<file path="src/rtl/pipe_pkg.sv">
`default_nettype none
// ============================================================================
// Module      : pipe_pkg
// Description : Shared types for the MEM/WB stage: default entry layout and
//               buffer state encoding.
// Revision    : 1.0 - initial release
// ============================================================================
package pipe_pkg;

    localparam int DATA_W = 64;
    localparam int RD_W   = 5;

    typedef struct packed {
        logic [DATA_W-1:0] read_data;
        logic [DATA_W-1:0] result;
        logic [RD_W-1:0]   rd;
        logic              memtoreg;
        logic              regwrite;
    } mem_wb_t;

    typedef enum logic [1:0] {
        EMPTY = 2'd0,
        FULL  = 2'd1,
        SKID  = 2'd2
    } pipe_state_e;

endpackage
`default_nettype wire

</file>
<file path="src/rtl/skid_buffer.sv">
`default_nettype none
// ============================================================================
// Module      : skid_buffer
// Description : Generic-width 2-entry valid/ready buffer with synchronous
//               flush; optional skid entry gives a registered in_ready.
// Revision    : 1.0 - initial release
// ============================================================================
module skid_buffer #(
    parameter int WIDTH   = 8,
    parameter int SKID_EN = 1
) (
    input  logic             clk,
    input  logic             reset,
    input  logic             flush,
    input  logic             in_valid,
    output logic             in_ready,
    input  logic [WIDTH-1:0] in_data,
    output logic             out_valid,
    input  logic             out_ready,
    output logic [WIDTH-1:0] out_data
);
    import pipe_pkg::*;

    pipe_state_e      r_state;
    pipe_state_e      w_state_nxt;
    logic [WIDTH-1:0] r_main;
    logic [WIDTH-1:0] r_skid;
    logic             w_in_ready;
    logic             w_in_xfer;
    logic             w_out_xfer;
    logic             w_load_main;
    logic             w_load_skid;
    logic             w_main_from_skid;

    // With the skid entry, in_ready depends only on the state flop.
    generate
        if (SKID_EN != 0) begin : g_reg_ready
            assign w_in_ready = (r_state != SKID);
        end else begin : g_comb_ready
            assign w_in_ready = (r_state == EMPTY) | out_ready;
        end
    endgenerate

    assign in_ready   = w_in_ready;
    assign out_valid  = (r_state != EMPTY);
    assign out_data   = r_main;
    assign w_in_xfer  = in_valid & w_in_ready;
    assign w_out_xfer = (r_state != EMPTY) & out_ready;

    always_comb begin
        w_state_nxt      = r_state;
        w_load_main      = 1'b0;
        w_load_skid      = 1'b0;
        w_main_from_skid = 1'b0;
        case (r_state)
            EMPTY: begin
                if (w_in_xfer) begin
                    w_state_nxt = FULL;
                    w_load_main = 1'b1;
                end
            end
            FULL: begin
                if (w_in_xfer && w_out_xfer) begin
                    w_load_main = 1'b1;
                end else if (w_in_xfer) begin
                    w_state_nxt = SKID;
                    w_load_skid = 1'b1;
                end else if (w_out_xfer) begin
                    w_state_nxt = EMPTY;
                end
            end
            SKID: begin
                if (w_out_xfer) begin
                    w_state_nxt      = FULL;
                    w_main_from_skid = 1'b1;
                end
            end
            default: w_state_nxt = EMPTY;
        endcase
        // Flush wins over any same-cycle capture.
        if (flush) begin
            w_state_nxt      = EMPTY;
            w_load_main      = 1'b0;
            w_load_skid      = 1'b0;
            w_main_from_skid = 1'b0;
        end
    end

    always_ff @(posedge clk or posedge reset) begin
        if (reset) begin
            r_state <= EMPTY;
            r_main  <= '0;
            r_skid  <= '0;
        end else begin
            r_state <= w_state_nxt;
            if (flush) begin
                r_main <= '0;
                r_skid <= '0;
            end else begin
                if (w_load_main) begin
                    r_main <= in_data;
                end else if (w_main_from_skid) begin
                    r_main <= r_skid;
                end
                if (w_load_skid) begin
                    r_skid <= in_data;
                end
            end
        end
    end

endmodule
`default_nettype wire

</file>
<file path="src/rtl/mem_wb_pipe.sv">
`default_nettype none
// ============================================================================
// Module      : mem_wb_pipe
// Description : MEM/WB pipeline stage: handshake buffer plus write-enable
//               gating and writeback data selection.
// Revision    : 1.0 - initial release
// ============================================================================
module mem_wb_pipe #(
    parameter int DATA_W       = 64,
    parameter int RD_W         = 5,
    parameter int SKID_EN      = 1,
    parameter int ZERO_RD_KILL = 1
) (
    input  logic              clk,
    input  logic              reset,
    input  logic              flush,
    input  logic              in_valid,
    output logic              in_ready,
    input  logic [DATA_W-1:0] read_data,
    input  logic [DATA_W-1:0] result,
    input  logic [RD_W-1:0]   rd,
    input  logic              memtoreg,
    input  logic              regwrite,
    output logic              out_valid,
    input  logic              out_ready,
    output logic [DATA_W-1:0] out_read_data,
    output logic [DATA_W-1:0] out_result,
    output logic [RD_W-1:0]   out_rd,
    output logic              out_memtoreg,
    output logic              out_regwrite,
    output logic [DATA_W-1:0] out_wb_data
);
    import pipe_pkg::*;

    localparam int c_ENTRY_W = 2 * DATA_W + RD_W + 2;

    // Same layout as mem_wb_t, sized by this instance's parameters.
    typedef struct packed {
        logic [DATA_W-1:0] read_data;
        logic [DATA_W-1:0] result;
        logic [RD_W-1:0]   rd;
        logic              memtoreg;
        logic              regwrite;
    } entry_t;

    entry_t                 w_in_entry;
    entry_t                 w_main;
    logic [c_ENTRY_W-1:0]   w_main_bits;
    logic                   w_out_valid;
    logic                   w_rd_kill;

    assign w_in_entry = {read_data, result, rd, memtoreg, regwrite};

    skid_buffer #(
        .WIDTH   (c_ENTRY_W),
        .SKID_EN (SKID_EN)
    ) u_skid_buffer (
        .clk       (clk),
        .reset     (reset),
        .flush     (flush),
        .in_valid  (in_valid),
        .in_ready  (in_ready),
        .in_data   (w_in_entry),
        .out_valid (w_out_valid),
        .out_ready (out_ready),
        .out_data  (w_main_bits)
    );

    assign w_main = w_main_bits;

    // x0 is hardwired, so a write to it must never reach the register file.
    assign w_rd_kill = (ZERO_RD_KILL != 0) && (w_main.rd == '0);

    assign out_valid     = w_out_valid;
    assign out_read_data = w_main.read_data;
    assign out_result    = w_main.result;
    assign out_rd        = w_main.rd;
    assign out_memtoreg  = w_main.memtoreg;
    assign out_regwrite  = w_main.regwrite & w_out_valid & ~w_rd_kill;
    assign out_wb_data   = w_main.memtoreg ? w_main.read_data : w_main.result;

endmodule
`default_nettype wire

</file>
<file path="config.mk">
export PLATFORM = sky130hd
export DESIGN_NAME = mem_wb_pipe
export DESIGN_NICKNAME = d
export VERILOG_FILES = /design/src/rtl/pipe_pkg.sv /design/src/rtl/skid_buffer.sv /design/src/rtl/mem_wb_pipe.sv
export SDC_FILE = /design/constraint.sdc
export NUM_CORES = 1
export LEC_CHECK = 0
export CAP_MARGIN = 40
export CELL_PAD_IN_SITES_DETAIL_PLACEMENT = 0
export CELL_PAD_IN_SITES_GLOBAL_PLACEMENT = 1
export CORE_MARGIN = 2
export CORE_UTILIZATION = 35
export DETAILED_ROUTE_END_ITERATION = 7
export DONT_BUFFER_PORTS = 1
export GPL_ROUTABILITY_DRIVEN = 0
export PLACE_DENSITY_LB_ADDON = 0.1
export SLEW_MARGIN = 20
export SYNTH_ARGS = -nofsm -noshare
export SYNTH_HDL_FRONTEND = slang
export SYNTH_SLANG_ARGS = --single-unit
</file>
<file path="constraint.sdc">
create_clock -name clk -period 9.9 [get_ports clk]
set_input_delay 0 -clock clk [delete_from_list [all_inputs] [get_ports clk]]
set_output_delay 0 -clock clk [all_outputs]
set_load 0.01 [all_outputs]
</file>
==> results of run 1 <==
[critical path, delay by kind of cell (launching register included)]
kind	cells	cell delay (ns)
buffers and inverters	4	1.29
AND/OR/NAND/NOR	2	0.53
flip-flops	1	0.43
multiplexers	1	0.29
AO/OA/AOI/OAI	1	0.07
[power groups by stage]
stage	registers [mW]	clock network (mW)	logic (mW)
floorplan	1.19	0	0.207
global placement	1.22	0	0.199
detailed placement	1.22	0	0.220
CTS	1.20	1.12	0.279
global route	1.20	1.17	0.301
finish	1.20	1.09	0.276
[cells in the final DEF (no fill, tap or decap), drive strengths merged, types with 2 or more instances in the layout]
master / n
clkinv: 8
nor3: 3
mux2: 64
nor2: 2
inv: 2
a21oi: 2
clkbuf: 46
o2bb2ai: 135
nand2b: 3
mux2i: 136
dfrtp: 272
buf: 24
a22o: 135
dlygate4sd3: 141
nor2b: 2
[cell families (layout without fill, tap and decap cells)]
family / Yosys count / in the layout
compound gates: 276 / 276
flops: 272 / 272
buf+inv: 215 / 221
mux: 200 / 200
simple gates: 13 / 13
[flip-flops by register name, summed over array words and instances (netlist names)]
signal,flops
u_skid_buffer.out_data,135
u_skid_buffer.r_state,2
u_skid_buffer.r_skid,135
[area by class of cell]
type                            count  area, sq um  area share
Sequential cell                   272         6810      0.4515
Multi-Input combinational cell    489         4927      0.3267
Timing Repair Buffer              165         1789      0.1186
Clock buffer                       46        912.1     0.06047
Tap cell                          468        585.6     0.03882
Clock inverter                      8        43.79    0.002903
Inverter                            2        15.01   0.0009954
[how the worst max path moves through the flow]
| stage | from | to | slack, ns | depth (start not counted) |
|---|---|---|---|---|
| after floorplan | reset | u_skid_buffer.out_data[0] | 2.40 | 1 |
| after global placement | u_skid_buffer.r_state[1] | u_skid_buffer.out_data[120] | 6.80 | 6 |
| after detailed placement | u_skid_buffer.r_state[1] | u_skid_buffer.out_data[108] | 7.10 | 8 |
| after CTS | u_skid_buffer.r_state[1] | u_skid_buffer.out_data[108] | 7.05 | 8 |
| after global routing | u_skid_buffer.r_state[1] | u_skid_buffer.out_data[106] | 6.92 | 8 |
| final | u_skid_buffer.r_state[1] | u_skid_buffer.out_data[108] | 7.08 | 8 |
[per-layer routing]
metal / vias to the layer above / track usage / share of wire
li1: 3517 / - / -
met1: 4331 / 0.2478 / 0.44
met2: 274 / 0.2881 / 0.48
met3: 41 / 0.04507 / 0.063
met4: 0 / 0.03871 / 0.018
met5: - / 0 / 0
==> impl_metrics.py, run 1 <==
metrics = {
    "critical_path": {
        "r2r_cells": 8,
        "crit_fanout": 41,
        "cp-end-kind": "register",
        "worstSetupPathType": "register to register",
        "cp_cell_sequence": "nand2b_1 -> nor3_2 -> buf_4 -> buf_12 -> buf_4 -> buf_16 -> mux2i_1 -> o2bb2ai_2",
        "cp_slowest_stage_delay_ns": 0.43,
        "cp.arrival_ns": 3.24,
        "slowest_stage": "dfrtp_1",
        "r2r-end": "u_skid_buffer.out_data[108]",
        "r2r-start": "u_skid_buffer.r_state[1]",
        "rrSetupSlack_ns": 7.08,
        "startpoint_type": "register",
        "required_ns": 10.32,
        "cpMostUsedCell": "buf_4",
    },
    "cts": {
        "clock-sinks": 272,
        "cts_tree": "done",
        "numCtsBuffers": 31,
        "htree_levels": 1,
        "clockBufferDepth": 3,
        "root_buffer": "clkbuf_16",
        "post-cts-setup-buffers": 0,
        "ctsHoldBuffers": 140,
        "ctsResizeCount": 0,
        "cts.clk_slew.worst_paths_ns": 0.06,
        "insertion_delay_ns": 0.56,
    },
    "yosys": {
        "ys_top_cells_by_area": "dfrtp_1, mux2i_1, a22o_1, buf_4, o2bb2ai_2",
        "post-synth-top-count-cell": "dfrtp_1",
        "ys.warnings.count": 0,
        "yosys.area_share.simple": 0.006689,
        "async_flop_share": 1.000,
        "synth-edff-count": 0,
        "ys.flop_type": "dfrtp_1",
        "ys_ff_latch": 272,
        "synth.avg_cell_area_sq_um": 13.42,
        "yosysTopAreaCell": "dfrtp_1",
        "synth_area_sq_mm": 0.01309,
        "synthTopCellsByCount": "dfrtp_1, buf_4, mux2i_1",
        "synth_top_family_by_area": "compound AO/OA/AOI/OAI gates",
        "synth_compound_area_frac": 0.2080,
        "synth.distinct_cells": 25,
        "ys_seq_area_frac": 0.5198,
        "synthDominantCellAreaShare": 0.5198,
        "synthMuxAreaShare": 0.1590,
        "synth_xor_area_frac": 0,
        "synth_nets": 1116,
        "synthCells": 976,
        "synthAdderAreaFrac": 0,
    },
    "min_path": {
        "hp-class": "input pin to register",
        "holdPathEnd": "u_skid_buffer.out_data[15]",
        "hold_start": "flush",
        "whs_path_depth": 4,
    },
    "power": {
        "swShare": 0.2594,
        "p_int_mw": 1.895,
        "power_leakage_nw": 6.508,
        "vdd_drop_max_mv": 0.1187,
        "switchingPower_mw": 0.6639,
        "p_comb_frac": 0.108,
        "p_per_area_mw_per_mm2": 169.7,
        "pwr-share-seq": 0.467,
        "pwr-share-clk": 0.425,
        "finalPower_mw": 2.559,
    },
    "timing": {
        "hold_viol": 0,
        "period_minus_slack_ns": 2.819,
        "clock-skew-final_ns": 0.01045,
        "grt_setup_unrepaired": "false",
        "setup_slack_ns": 7.081,
        "tns_ns": 0,
        "report.final.slew_viol_count": 0,
        "timing.hold.ws_ns": 0.02186,
        "fin_crit_sh": 0.2847,
        "worst_pin_slew_ns": 0.8232,
        "relSlewSlack": 0.4512,
        "finalSetupViolCount": 0,
        "fmax_mhz": 354.8,
    },
    "route": {
        "first_iter_violations": 404,
        "vias": 8163,
        "drc": 0,
        "via_per_inst": 5.630,
        "drt-total-wl_um": 35890,
        "first_pass_iters": 5,
        "wire_per_inst_um": 24.75,
        "ant_nets": 0,
    },
    "grt": {
        "grt_pass1_vias": 8654,
        "overflow": 0,
        "grt_max_degree": 122,
        "grt_pass1_wl_um": 54890,
        "grt.total_usage": 0.1803,
        "antenna_found_initial": 0,
    },
    "die": {
        "design.die.area_sq_mm": 0.03897,
        "rows": 70,
        "io_pins": 341,
        "die_w_um": 197.4,
        "core_area_sq_mm": 0.03670,
        "die_height_um": 197.4,
        "initial_utilization": 0.3568,
    },
    "cells_and_area": {
        "fill_cells": 3383,
        "post-route-cell-area_sq_mm": 0.01508,
        "stdcell_count": 1450,
        "fin_util": 0.4110,
        "drive_gt1_frac": 0.1976,
        "area_delta_synth_final_pct": 15.19,
        "diodes": 0,
        "fin_nets": 1101,
    },
    "place": {
        "port_buffers": 0,
        "dp_hpwl_um": 22650,
        "place_ws_ns": 7.104,
        "dp_cells": 1253,
        "dpl_cell_area_sq_mm": 0.01266,
    },
    "status": {
        "run_status": "finished, final reports clean",
    },
    "run": {
        "cap_violations": 0,
    },
}
Power figures use the tool's default switching activity.
==> inputs of run 2 (changes only) <==
--- a/config.mk
+++ b/config.mk
@@ -5,6 +5,7 @@
 export SDC_FILE = /design/constraint.sdc
 export NUM_CORES = 1
 export LEC_CHECK = 0
+export ABC_AREA = 1
 export CAP_MARGIN = 40
 export CELL_PAD_IN_SITES_DETAIL_PLACEMENT = 0
 export CELL_PAD_IN_SITES_GLOBAL_PLACEMENT = 1
==> constraint.sdc (replaced) <==
create_clock -name clk -period 2.9 [get_ports clk]
set_input_delay 0 -clock clk [delete_from_list [all_inputs] [get_ports clk]]
set_output_delay 0 -clock clk [all_outputs]
set_load 0.01 [all_outputs]
==> run 2 against run 1 <==
Effect of this change: clock skew is essentially flat; critical path depth is 1 lower; core utilization rose by 0.25 points; non-clock buffer count up 36; combinational power grew to 3.7 times the previous value; fmax increased by 20%; largest cell class unchanged.
==> impl_metrics.py, run 2 <==
metrics = {
    "cts": {
        "clockBufferDepth": 3,
        "htree_levels": 2,
        "numCtsBuffers": 35,
        "cts_tree": "done",
        "insertion_delay_ns": 0.54,
        "root_buffer": "clkbuf_16",
        "clock-sinks": 272,
        "ctsResizeCount": 0,
        "cts.clk_slew.worst_paths_ns": 0.06,
        "post-cts-setup-buffers": 0,
        "ctsHoldBuffers": 176,
    },
    "critical_path": {
        "crit_buf_inv": 2,
        "worstSetupPathType": "register to register",
        "slowest_stage": "dlygate4sd3_1",
        "cp.arrival_ns": 2.82,
        "startpoint_type": "register",
        "cp_slowest_stage_delay_ns": 0.60,
        "cp_cell_sequence": "nor2_4 -> buf_12 -> nand2_1 -> a21oi_1 -> o21ai_0 -> dlygate4sd3_1 -> nand2_1",
        "required_ns": 3.38,
        "crit_fanout": 102,
        "cpMostUsedCell": "nand2_1",
        "cp-end-kind": "register",
        "critical-path-top-delay-family": "buffers and inverters",
    },
    "route": {
        "vias": 12819,
        "drc": 0,
        "via_per_inst": 5.393,
        "first_iter_violations": 856,
        "drt-total-wl_um": 49520,
        "first_pass_iters": 5,
        "wire_per_inst_um": 20.83,
        "ant_nets": 0,
    },
    "cells_and_area": {
        "drive_gt1_frac": 0.07980,
        "layout_common_cells": "nand2_1, nand3_1, dfrtp_1",
        "final_common_cell": "nand2_1",
        "ff_latch_area_sq_mm": 0.006810,
        "fin_nets": 1961,
        "area_delta_synth_final_pct": 16.10,
        "fill_cells": 4235,
        "multiInputGateArea_sq_mm": 0.006168,
    },
    "yosys": {
        "yosysTopAreaCell": "dfrtp_1",
        "synthTopCellsByCount": "nand2_1, nand3_1, dfrtp_1",
        "ys.flop_type": "dfrtp_1",
        "synth.distinct_cells": 18,
        "async_flop_share": 1.000,
        "ys.warnings.count": 0,
        "ys_ff_latch": 272,
        "synth_area_sq_mm": 0.01461,
        "synthCells": 1873,
        "synthDominantCellAreaShare": 0.4659,
        "post-synth-top-count-cell": "nand2_1",
        "synth_nets": 2013,
        "ys_seq_area_frac": 0.4659,
        "ys_top_cells_by_area": "dfrtp_1, nand2_1, nand3_1, buf_4, nand4_1",
        "synth.avg_cell_area_sq_um": 7.800,
        "synth-edff-count": 0,
    },
    "grt": {
        "grt_pass1_vias": 12927,
        "grt_max_degree": 212,
        "grt_pass1_wl_um": 77720,
        "overflow": 0,
        "grt.total_usage": 0.2261,
        "antenna_found_initial": 4,
    },
    "die": {
        "design.die.area_sq_mm": 0.04339,
        "die_w_um": 208.3,
        "io_pins": 341,
        "die_height_um": 208.3,
        "rows": 74,
        "initial_utilization": 0.3562,
        "core_area_sq_mm": 0.04102,
    },
    "min_path": {
        "hp-class": "input pin to register",
    },
    "power": {
        "p_per_area_mw_per_mm2": 551.2,
        "vdd_drop_max_mv": 0.3212,
        "power_leakage_nw": 8.884,
        "finalPower_mw": 9.349,
    },
    "timing": {
        "report.final.slew_viol_count": 0,
        "fin_crit_sh": 0.8093,
        "relSlewSlack": 0.3204,
        "clock-skew-final_ns": 0.01092,
        "setup_slack_ns": 0.5530,
        "tns_ns": 0,
        "finalSetupViolCount": 0,
        "worst_pin_slew_ns": 1.019,
        "hold_viol": 0,
        "grt_setup_unrepaired": "false",
        "fmax_mhz": 426.1,
        "period_minus_slack_ns": 2.347,
    },
    "place": {
        "port_buffers": 0,
        "dp_hpwl_um": 25940,
        "place_ws_ns": 0.7216,
    },
    "run": {
        "cap_violations": 0,
    },
    "status": {
        "run_status": "finished, final reports clean",
    },
}
[run 2: per-stage QoR]
step                hold slack [ns]  std cells    util  cell area [sq um]
floorplan                    0.1096       1873       -              14610
global route                0.02656       2377  0.4136              16960
detailed placement         -0.07171       2140  0.3429              14070
global placement            0.07325       2138  0.3418              14020
finish                      0.02755       2377  0.4136              16960
CTS                        0.001198       2374  0.4134              16960
[run 2: worst register-to-register path, cell delays in order, from the launching register on]
cell and delay (ns):
dfrtp_1 0.46, nor2_4 0.18, buf_12 0.51, nand2_1 0.22, a21oi_1 0.16, o21ai_0 0.10, dlygate4sd3_1 0.60, nand2_1 0.06
[run 2: kinds of logic after synthesis]
kind of cell	count (synthesis)	share of synthesized area
and+or+nand+nor	1234	0.3674
buffers and inverters	298	0.1147
DFF	272	0.4659
muxes	64	0.04933
AOI/OAI and AO/OA	5	0.002741
[run 2: path summary, 6_finish.rpt]
path | start | end | slack (ns) | cells past startpoint
max reg2reg | u_skid_buffer.r_state[1] | u_skid_buffer.r_state[0] | 0.55 | 7
min | out_ready | u_skid_buffer.r_skid[1] | 0.03 | 4
min in group asynchronous | reset | u_skid_buffer.r_skid[14] | 0.15 | 3
max | u_skid_buffer.r_state[1] | u_skid_buffer.r_state[0] | 0.55 | 7
max in group asynchronous | reset | u_skid_buffer.out_data[1] | 1.74 | 3
min reg2reg | u_skid_buffer.r_skid[75] | u_skid_buffer.r_skid[75] | 0.50 | 2
[run 2: power by group]
part,internal [mW],switching (mW)
sequential,3.89,0.106
combinational,0.333,0.689
clock,2.63,1.70
total,6.85,2.50
[run 2: layer usage]
metal | routed length (um) | track usage
met5 | 14 | 0
met1 | 22290 | 0.3070
met3 | 2990 | 0.05072
met2 | 23190 | 0.3627
met4 | 1035 | 0.06252
[run 2: area by class of cell]
cell class                      instances  share of cell area
Antenna cell                            3           0.0004426
Clock buffer                           54             0.06130
Clock inverter                          4            0.004131
Inverter                                8            0.002287
Multi-Input combinational cell       1303              0.3637
Sequential cell                       272              0.4015
Tap cell                              532             0.03924
Timing Repair Buffer                  201              0.1275
==> inputs of run 3 (changes only) <==
==> constraint.sdc (replaced) <==
create_clock -name clk -period 2.3 [get_ports clk]
set_input_delay 0 -clock clk [delete_from_list [all_inputs] [get_ports clk]]
set_output_delay 0 -clock clk [all_outputs]
set_load 0.01 [all_outputs]
==> run 3 against run 2 <==
Effect of this change: critical path depth is the same; combinational power grew 31%; flip-flop and latch count is the same; cell count grew 1.6%; non-clock buffer count grew 38; first-iteration DRC count grew 7.2%; clock power grew 26%; sequential power grew 26%; design area grew 2.4%; sequential share of layout area shrank 0.92 points; largest cell class unchanged.
==> impl_metrics.py, run 3 (synthesis gave the netlist of run 2 again) <==
metrics = {
    "route": {
        "wire_per_inst_um": 21.17,
        "via_per_inst": 5.365,
        "first_iter_violations": 918,
        "vias": 12950,
        "ant_nets": 0,
        "drc": 0,
        "drt-total-wl_um": 51100,
        "first_pass_iters": 5,
    },
    "die": {
        "initial_utilization": 0.3562,
        "die_height_um": 208.3,
        "design.die.area_sq_mm": 0.04339,
        "core_area_sq_mm": 0.04102,
        "io_pins": 341,
        "die_w_um": 208.3,
        "rows": 74,
    },
    "timing": {
        "period_minus_slack_ns": 2.172,
        "hold_viol": 0,
        "timing.hold.ws_ns": 0.01881,
        "fmax_mhz": 460.4,
        "report.final.slew_viol_count": 0,
        "fin_crit_sh": 0.9443,
        "grt_setup_unrepaired": "true",
        "relSlewSlack": 0.4716,
        "worst_pin_slew_ns": 0.7925,
        "clock-skew-final_ns": 0.007815,
        "tns_ns": 0,
        "finalSetupViolCount": 0,
    },
    "grt": {
        "met1_usage": 0.3084,
        "met2_usage": 0.3672,
        "antenna_found_initial": 3,
        "grt_pass1_vias": 13029,
        "grt.total_usage": 0.2267,
        "grt_max_degree": 138,
        "met3_usage": 0.04181,
        "overflow": 0,
        "grt_pass1_wl_um": 78250,
        "top_usage_layer": "met2",
    },
    "critical_path": {
        "crit_fanout": 57,
        "r2r-end": "u_skid_buffer.r_skid[23]",
        "rrSetupSlack_ns": 0.13,
        "r2r-start": "u_skid_buffer.r_state[1]",
        "r2r_cells": 7,
        "cp-end-kind": "register",
        "worstSetupPathType": "register to register",
        "startpoint_type": "register",
        "cp.arrival_ns": 2.64,
        "required_ns": 2.77,
    },
    "cells_and_area": {
        "final_common_cell": "nand2_1",
        "stdcell_count": 2414,
        "area_delta_synth_final_pct": 18.85,
        "layout_common_cells": "nand2_1, nand3_1, dfrtp_1",
        "fin_nets": 2000,
        "drive_gt1_frac": 0.08187,
    },
    "status": {
        "run_status": "finished, final reports clean",
    },
    "power": {
        "pwr-share-clk": 0.460,
        "vdd_drop_max_mv": 0.4164,
        "pwr-share-seq": 0.426,
        "p_comb_frac": 0.114,
        "power_leakage_nw": 8.985,
        "finalPower_mw": 11.82,
        "switchingPower_mw": 3.167,
        "p_per_area_mw_per_mm2": 680.6,
        "swShare": 0.2680,
        "p_int_mw": 8.651,
    },
    "cts": {
        "numCtsBuffers": 36,
        "root_buffer": "clkbuf_16",
        "clock-sinks": 272,
        "cts_tree": "done",
        "htree_levels": 2,
        "post-cts-setup-buffers": 0,
        "insertion_delay_ns": 0.53,
        "cts.clk_slew.worst_paths_ns": 0.06,
        "clockBufferDepth": 3,
    },
    "place": {
        "port_buffers": 0,
        "dp_hpwl_um": 26170,
        "dp_cells": 2143,
    },
    "min_path": {
        "hp-class": "input pin to async pin",
    },
    "run": {
        "cap_violations": 0,
    },
}
==> run 3: cell types whose count changed in the layout (fill, tap and decap cells not counted), sizes merged <==
cell	delta
buf	+4
clkbuf	+2
clkinv	+1
dlygate4sd3	+32
diode	-2
==> run 3: through the flow <==
| stage | cell area [sq um] | setup WS, ns | utilization |
|---|---|---|---|
| floorplan | 14610 | -1.295 | - |
| global placement | 14060 | 0.2454 | 0.3428 |
| detailed placement | 14090 | 0.1985 | 0.3435 |
| CTS | 17290 | 0.04536 | 0.4216 |
| global route | 17360 | -0.01441 | 0.4233 |
| finish | 17360 | 0.1280 | 0.4233 |
==> run 3: what timing repair did <==
action	in CTS	in global routing
endpoints found under the setup margin	0	6
hold endpoints to repair	544	0
hold buffers	208	0
resized for setup	0	6
==> run 3: area by class of cell <==
type                            count  area, sq um
Tap cell                          532        665.6
Clock buffer                       54         1030
Timing Repair Buffer              239         2572
Inverter                            8        38.79
Multi-Input combinational cell   1303         6168
Fill cell                        4139        23650
Antenna cell                        1        2.502
Sequential cell                   272         6812
Clock inverter                      5        75.07
==> run 3: metal layers <==
metal	vias to the layer above	part of all wire
met5	-	0.00051
met2	410	0.47
met1	6446	0.45
li1	6021	-
met4	4	0.022
met3	69	0.056
==> run 3: worst max path at each step <==
stage | depth (start not counted) | to | from | slack (ns)
2_1_floorplan | 1 | u_skid_buffer.out_data[0] | reset | -1.30
3_3_place_gp | 7 | u_skid_buffer.r_skid[89] | u_skid_buffer.r_state[1] | 0.25
3_5_place_dp | 7 | u_skid_buffer.r_skid[70] | u_skid_buffer.r_state[1] | 0.20
4_1_cts | 5 | u_skid_buffer.r_state[1] | u_skid_buffer.r_state[1] | 0.05
5_1_grt | 7 | u_skid_buffer.r_skid[23] | u_skid_buffer.r_state[1] | -0.01
6_report | 7 | u_skid_buffer.r_skid[23] | u_skid_buffer.r_state[1] | 0.13
==> run 3: worst max-delay path: stages, from the launching register on <==
cell and delay (ns):
dfrtp_2 0.45, inv_1 0.09, nand4_1 0.26, nor2_4 0.21, buf_12 0.31, nand2_1 0.10, dlygate4sd3_1 0.58, nand2_1 0.06
==> run 3: power by group through the flow <==
stage | registers [mW] | logic [mW] | clock network (mW)
floorplan | 5.05 | 0.831 | 0
global placement | 5.12 | 1.00 | 0
detailed placement | 5.12 | 1.01 | 0
CTS | 5.04 | 1.34 | 5.62
global route | 5.05 | 1.47 | 5.77
finish | 5.04 | 1.34 | 5.44
